--- src/rtl/bp_be_stride_detector.sv ---
// ============================================================================
// Module   : bp_be_stride_detector
// Purpose  : Per-PC load stride training table driving loop-inference discovery
// Revision : 1.0
// ============================================================================
`default_nettype none

module bp_be_stride_detector #(
  // Default matches the processor's standard configuration vaddr width
  parameter int unsigned vaddr_width_p    = 39,
  parameter int unsigned entries_p        = 16,
  parameter int unsigned start_thresh_p   = 2,
  parameter int unsigned confirm_thresh_p = 3
) (
  input  logic                     clk_i,
  input  logic                     reset_i,
  input  logic                     load_v_i,
  input  logic [vaddr_width_p-1:0] load_pc_i,
  input  logic [vaddr_width_p-1:0] load_vaddr_i,
  input  logic                     done_i,
  output logic                     start_discovery_o,
  output logic                     confirm_discovery_o,
  output logic [vaddr_width_p-1:0] striding_pc_o,
  output logic [vaddr_width_p-1:0] stride_o,
  output logic                     tracking_o
);

  localparam int unsigned c_LG_ENTRIES = $clog2(entries_p);
  localparam logic [1:0]  c_START_THR  = start_thresh_p[1:0];
  localparam logic [1:0]  c_CONF_THR   = confirm_thresh_p[1:0];
  localparam logic [1:0]  c_CONF_MAX   = 2'd3;

  // Stage 0: captured committed load
  logic                     load_v_q;
  logic [vaddr_width_p-1:0] load_pc_q;
  logic [vaddr_width_p-1:0] load_vaddr_q;

  always_ff @(posedge clk_i) begin
    if (reset_i) begin
      load_v_q     <= 1'b0;
      load_pc_q    <= '0;
      load_vaddr_q <= '0;
    end else begin
      load_v_q     <= load_v_i;
      load_pc_q    <= load_pc_i;
      load_vaddr_q <= load_vaddr_i;
    end
  end

  // Training table
  logic [entries_p-1:0]     valid_q;
  logic [vaddr_width_p-1:0] tag_q    [entries_p];
  logic [vaddr_width_p-1:0] last_q   [entries_p];
  logic [vaddr_width_p-1:0] stride_q [entries_p];
  logic [1:0]               conf_q   [entries_p];

  logic [c_LG_ENTRIES-1:0]  w_idx;
  logic                     w_hit;
  logic                     w_match;
  logic [vaddr_width_p-1:0] w_delta;
  logic [vaddr_width_p-1:0] w_stride_new;
  logic [1:0]               w_conf_new;

  assign w_idx   = load_pc_q[1 +: c_LG_ENTRIES];
  assign w_hit   = valid_q[w_idx] && (tag_q[w_idx] == load_pc_q);
  assign w_delta = load_vaddr_q - last_q[w_idx];
  assign w_match = w_hit && (w_delta == stride_q[w_idx]) && (w_delta != '0);

  always_comb begin
    w_stride_new = '0;
    w_conf_new   = 2'd0;
    if (w_hit) begin
      w_stride_new = w_delta;
      if (w_match) begin
        w_conf_new = (conf_q[w_idx] == c_CONF_MAX) ? c_CONF_MAX : conf_q[w_idx] + 2'd1;
      end
    end
  end

  always_ff @(posedge clk_i) begin
    if (reset_i) begin
      valid_q <= '0;
    end else if (load_v_q) begin
      valid_q[w_idx] <= 1'b1;
    end
  end

  // Data fields need no reset; valid bits gate every use
  always_ff @(posedge clk_i) begin
    if (load_v_q) begin
      tag_q[w_idx]    <= load_pc_q;
      last_q[w_idx]   <= load_vaddr_q;
      stride_q[w_idx] <= w_stride_new;
      conf_q[w_idx]   <= w_conf_new;
    end
  end

  // Discovery handshake
  logic                     tracking_q, tracking_d;
  logic                     confirmed_q, confirmed_d;
  logic [vaddr_width_p-1:0] striding_pc_q, striding_pc_d;
  logic [vaddr_width_p-1:0] stride_out_q, stride_out_d;
  logic                     start_q, confirm_q;
  logic                     w_start, w_confirm;

  assign w_start   = load_v_q && !tracking_q && !done_i && (w_conf_new >= c_START_THR);
  assign w_confirm = load_v_q && tracking_q && !confirmed_q && !done_i
                     && (load_pc_q == striding_pc_q) && (w_conf_new >= c_CONF_THR);

  always_comb begin
    tracking_d    = tracking_q;
    confirmed_d   = confirmed_q;
    striding_pc_d = striding_pc_q;
    stride_out_d  = stride_out_q;
    if (w_start) begin
      tracking_d    = 1'b1;
      confirmed_d   = 1'b0;
      striding_pc_d = load_pc_q;
      stride_out_d  = w_delta;
    end
    if (w_confirm) begin
      confirmed_d = 1'b1;
    end
    if (done_i) begin
      tracking_d  = 1'b0;
      confirmed_d = 1'b0;
    end
  end

  always_ff @(posedge clk_i) begin
    if (reset_i) begin
      tracking_q    <= 1'b0;
      confirmed_q   <= 1'b0;
      striding_pc_q <= '0;
      stride_out_q  <= '0;
      start_q       <= 1'b0;
      confirm_q     <= 1'b0;
    end else begin
      tracking_q    <= tracking_d;
      confirmed_q   <= confirmed_d;
      striding_pc_q <= striding_pc_d;
      stride_out_q  <= stride_out_d;
      start_q       <= w_start;
      confirm_q     <= w_confirm;
    end
  end

  assign start_discovery_o   = start_q;
  assign confirm_discovery_o = confirm_q;
  assign striding_pc_o       = striding_pc_q;
  assign stride_o            = stride_out_q;
  assign tracking_o          = tracking_q;

endmodule

`default_nettype wire

--- config.mk ---
export PLATFORM = sky130hd
export DESIGN_NAME = bp_be_stride_detector
export DESIGN_NICKNAME = d
export VERILOG_FILES = /design/src/rtl/bp_be_stride_detector.sv
export SDC_FILE = /design/constraint.sdc
export NUM_CORES = 2
export LEC_CHECK = 0
export BUFFER_PORTS_ARGS = -buffer_cell sky130_fd_sc_hd__buf_2
export CAP_MARGIN = 30
export CORE_ASPECT_RATIO = 0.5
export CORE_MARGIN = 2
export CORE_UTILIZATION = 62
export DETAILED_ROUTE_END_ITERATION = 10
export GPL_ROUTABILITY_DRIVEN = 0
export PLACE_DENSITY = 0.79
export SLEW_MARGIN = 20
export SYNTH_ARGS = -nofsm -noshare
export SYNTH_HDL_FRONTEND = slang
export SYNTH_SLANG_ARGS = --single-unit
--- constraint.sdc ---
create_clock -name clk_i -period 17.07 [get_ports clk_i]
set_input_delay 3.414 -clock clk_i [delete_from_list [all_inputs] [get_ports clk_i]]
set_output_delay 3.414 -clock clk_i [all_outputs]
set_load 0.01 [all_outputs]
==> metrics <==
run status completed; Die W 525.1 um; Reg2Reg Launch Point load_pc_q[1]$_SDFF_PP0_; Post-synth EDFFs 1904; Int Pwr 8.053 mW; Setup TNS 0 ns; post-DP HPWL 116900 um; antenna cell count 0; Antenna Nets Post-Route 0; Comb power frac 0.068; Sw Share 0.2249; final slew viol count 0; FF+latch area 0.06073 sq mm; Hold Vio Cnt, Final 0; vias per inst 7.001; Via Count 45820; worst-skew pair later-pin latency 0.83 ns; I/O Buffers 162; num ports 163; R2R setup slack 7.94 ns; peak fanout along the critical path 33; count of final setup violators 0; Final period util 0.5350; post-synth top area share 0.6793; global-route wire length before repair 315600 um; RSZ-0062 raised after global routing no; CORE AREA 0.1346 sq mm; dominant cells by area after synthesis edfxtp_1 (68%), mux4_2 (14%), dfxtp_1 (4.2%); max cap viols 0; Flop pwr share 0.543; commonest non-fill, non-tap cell in the layout edfxtp_1; CTS tree built; initial DRC count 7213; Leak Pwr 27.18 nW; Max clock buf depth 3; CP Launch Type flip-flop; Max VDD drop 0.1220 mV; Crit. Startpoint load_pc_q[1]$_SDFF_PP0_; site row count 95; H-tree depth 4; CTS-repair resized insts 0; CTS Buf Count 170; crit path time final 9.132 ns; top cell type by total area after synthesis edfxtp_1; die area 0.1389 sq mm; antenna violations before repair 3; Syn Area/Cell 19.30 sq um; average wire per standard cell 33.43 um; CP arrival 9.62 ns; total track usage 0.3161; largest net degree at the start of global routing 110; Post-Syn Area 0.08417 sq mm; number of global-route vias before repair 46140; synthesized net count 4483; area of the multi-input gates 0.02211 sq mm; ys async rst share 0; Post-route DRC 0; hold_ws 0.4673 ns; Die H 264.5 um; Yosys cell types 92; Sink Count 2081; Power per Cell Area 111.5 mW/mm^2; initial core utilization 0.6255; Pre-Repair DR Iteration Count 9; hold_sp valid_q[6]$_SDFFE_PP0P_; max frequency 109.5 MHz; Yosys warning count 0; Slew headroom 0.2599; grt total ovfl 0; HP Class flip-flop to flip-flop; CTS root buf clkbuf_16; Psw 2.337 mW; Worst-path clk slew 0.07 ns; Post-CTS Setup Inserts 0; drt total wl 218800 um; clock share of power 0.389; fillcell total 7863; WS Path Type flip-flop to flip-flop; Layout area overhead 10.72%; ys flop type edfxtp_1; most frequent cells in the layout edfxtp_1 (1904), mux4_2 (505), clkbuf_16 (173), dfxtp_1 (173), nor2_1 (163); sequential share of the synthesized area 0.7214; Final Skew 0.03583 ns; register bit total from synthesis 2081; CP endpoint kind flip-flop; ratio of cells with drive above 1 in the final layout 0.2488; nets 4725; cts hold-fix bufs 0; Synth Instances 4362; WP data required 17.56 ns; worst-margin pin slew 1.106 ns
## synthesized netlist by cell type, types with 22 or more instances
cell      number
nand2b_1      90
nand4_1       27
ha_1          38
a21oi_1       58
nor4_1        25
nor3_1        40
o21ai_0       50
mux2i_1      138
nand2_1      123
buf_2         40
xnor2_1       76
a21o_1        22
inv_1         62
edfxtp_1    1904
clkbuf_1     102
nor2_1       178
dfxtp_1      177
mux4_2       505
nor2b_1      125
mux2_4        37
nand3_1       44
mux2_2        35
o211ai_1      24
a22oi_1       22
buf_1         26
buf_4         32
xor2_1        49
## flip-flops by register name, summed over array words and instances (netlist names), 16 cells and up
name,count
last_q,624
conf_q,32
load_pc_q,39
load_vaddr_q,39
striding_pc_o,39
stride_o,39
stride_q,624
valid_q,16
tag_q,624
## stage by stage
stage,utilization,setup WS (ns),std cells,power [mW],cell area (sq um)
2_1_floorplan,-,5.103,4362,6.190,84170
3_3_place_gp,0.6472,8.445,6199,6.409,87090
3_5_place_dp,0.6487,8.102,6207,6.429,87280
4_1_cts,0.6909,7.798,6526,10.39,92960
5_1_grt,0.6926,7.522,6545,10.62,93190
6_report,0.6926,7.938,6545,10.39,93190
## routing by layer
metal  vias up  GRT usage  wire length, um
met5         -          0               27
met4         4     0.1240             8449
met3       551    0.07097            26890
met2      3533     0.4985           104300
met1     23580     0.4374            79140
li1      18160          -                -
## kinds of logic after synthesis
logic type | share of synthesized area
compound gates | 0.02839
xor+xnor | 0.01521
mux | 0.1630
simple gates | 0.04861
fa+ha+maj | 0.005887
flops | 0.7214
buf+inv | 0.01756
## power groups by stage
| stage | Combinational, mW | Sequential, mW | Clock [mW] |
|---|---|---|---|
| 2_1_floorplan | 0.445 | 5.74 | 0 |
| 3_3_place_gp | 0.664 | 5.75 | 0 |
| 3_5_place_dp | 0.676 | 5.75 | 0 |
| 4_1_cts | 0.685 | 5.64 | 4.06 |
| 5_1_grt | 0.732 | 5.65 | 4.24 |
| 6_report | 0.703 | 5.64 | 4.04 |
## final timing paths
path,endpoint,cells past startpoint
setup / recovery,conf_q[7][1]$_DFFE_PP_,18
hold / removal,valid_q[6]$_SDFFE_PP0P_,2
setup reg to reg,conf_q[7][1]$_DFFE_PP_,18
hold reg to reg,valid_q[6]$_SDFFE_PP0P_,2
## worst max-delay path, cell delays in order, from the launching register on
cell      delay (ns)
dfxtp_4         0.72
buf_4           0.72
buf_4           0.62
buf_4           0.63
mux4_2          0.60
mux4_2          0.49
inv_1           0.07
ha_1            0.31
a21oi_1         0.37
o211ai_1        0.34
a31oi_1         0.30
xor2_1          0.46
xnor2_1         0.15
nor4_1          0.48
nand3_1         0.16
nor4_1          0.58
and4b_1         0.36
nand4_1         0.39
nor2_1          0.84
## cell type report
type | count | share of cell area
sequential | 2081 | 0.6517
timing repair buffer | 295 | 0.02344
tap | 1794 | 0.02409
clock inverter | 82 | 0.01027
clock buffer | 237 | 0.05067
inverter | 63 | 0.002538
multi-input combinational | 1993 | 0.2373
(Power assumes the default switching activity.)
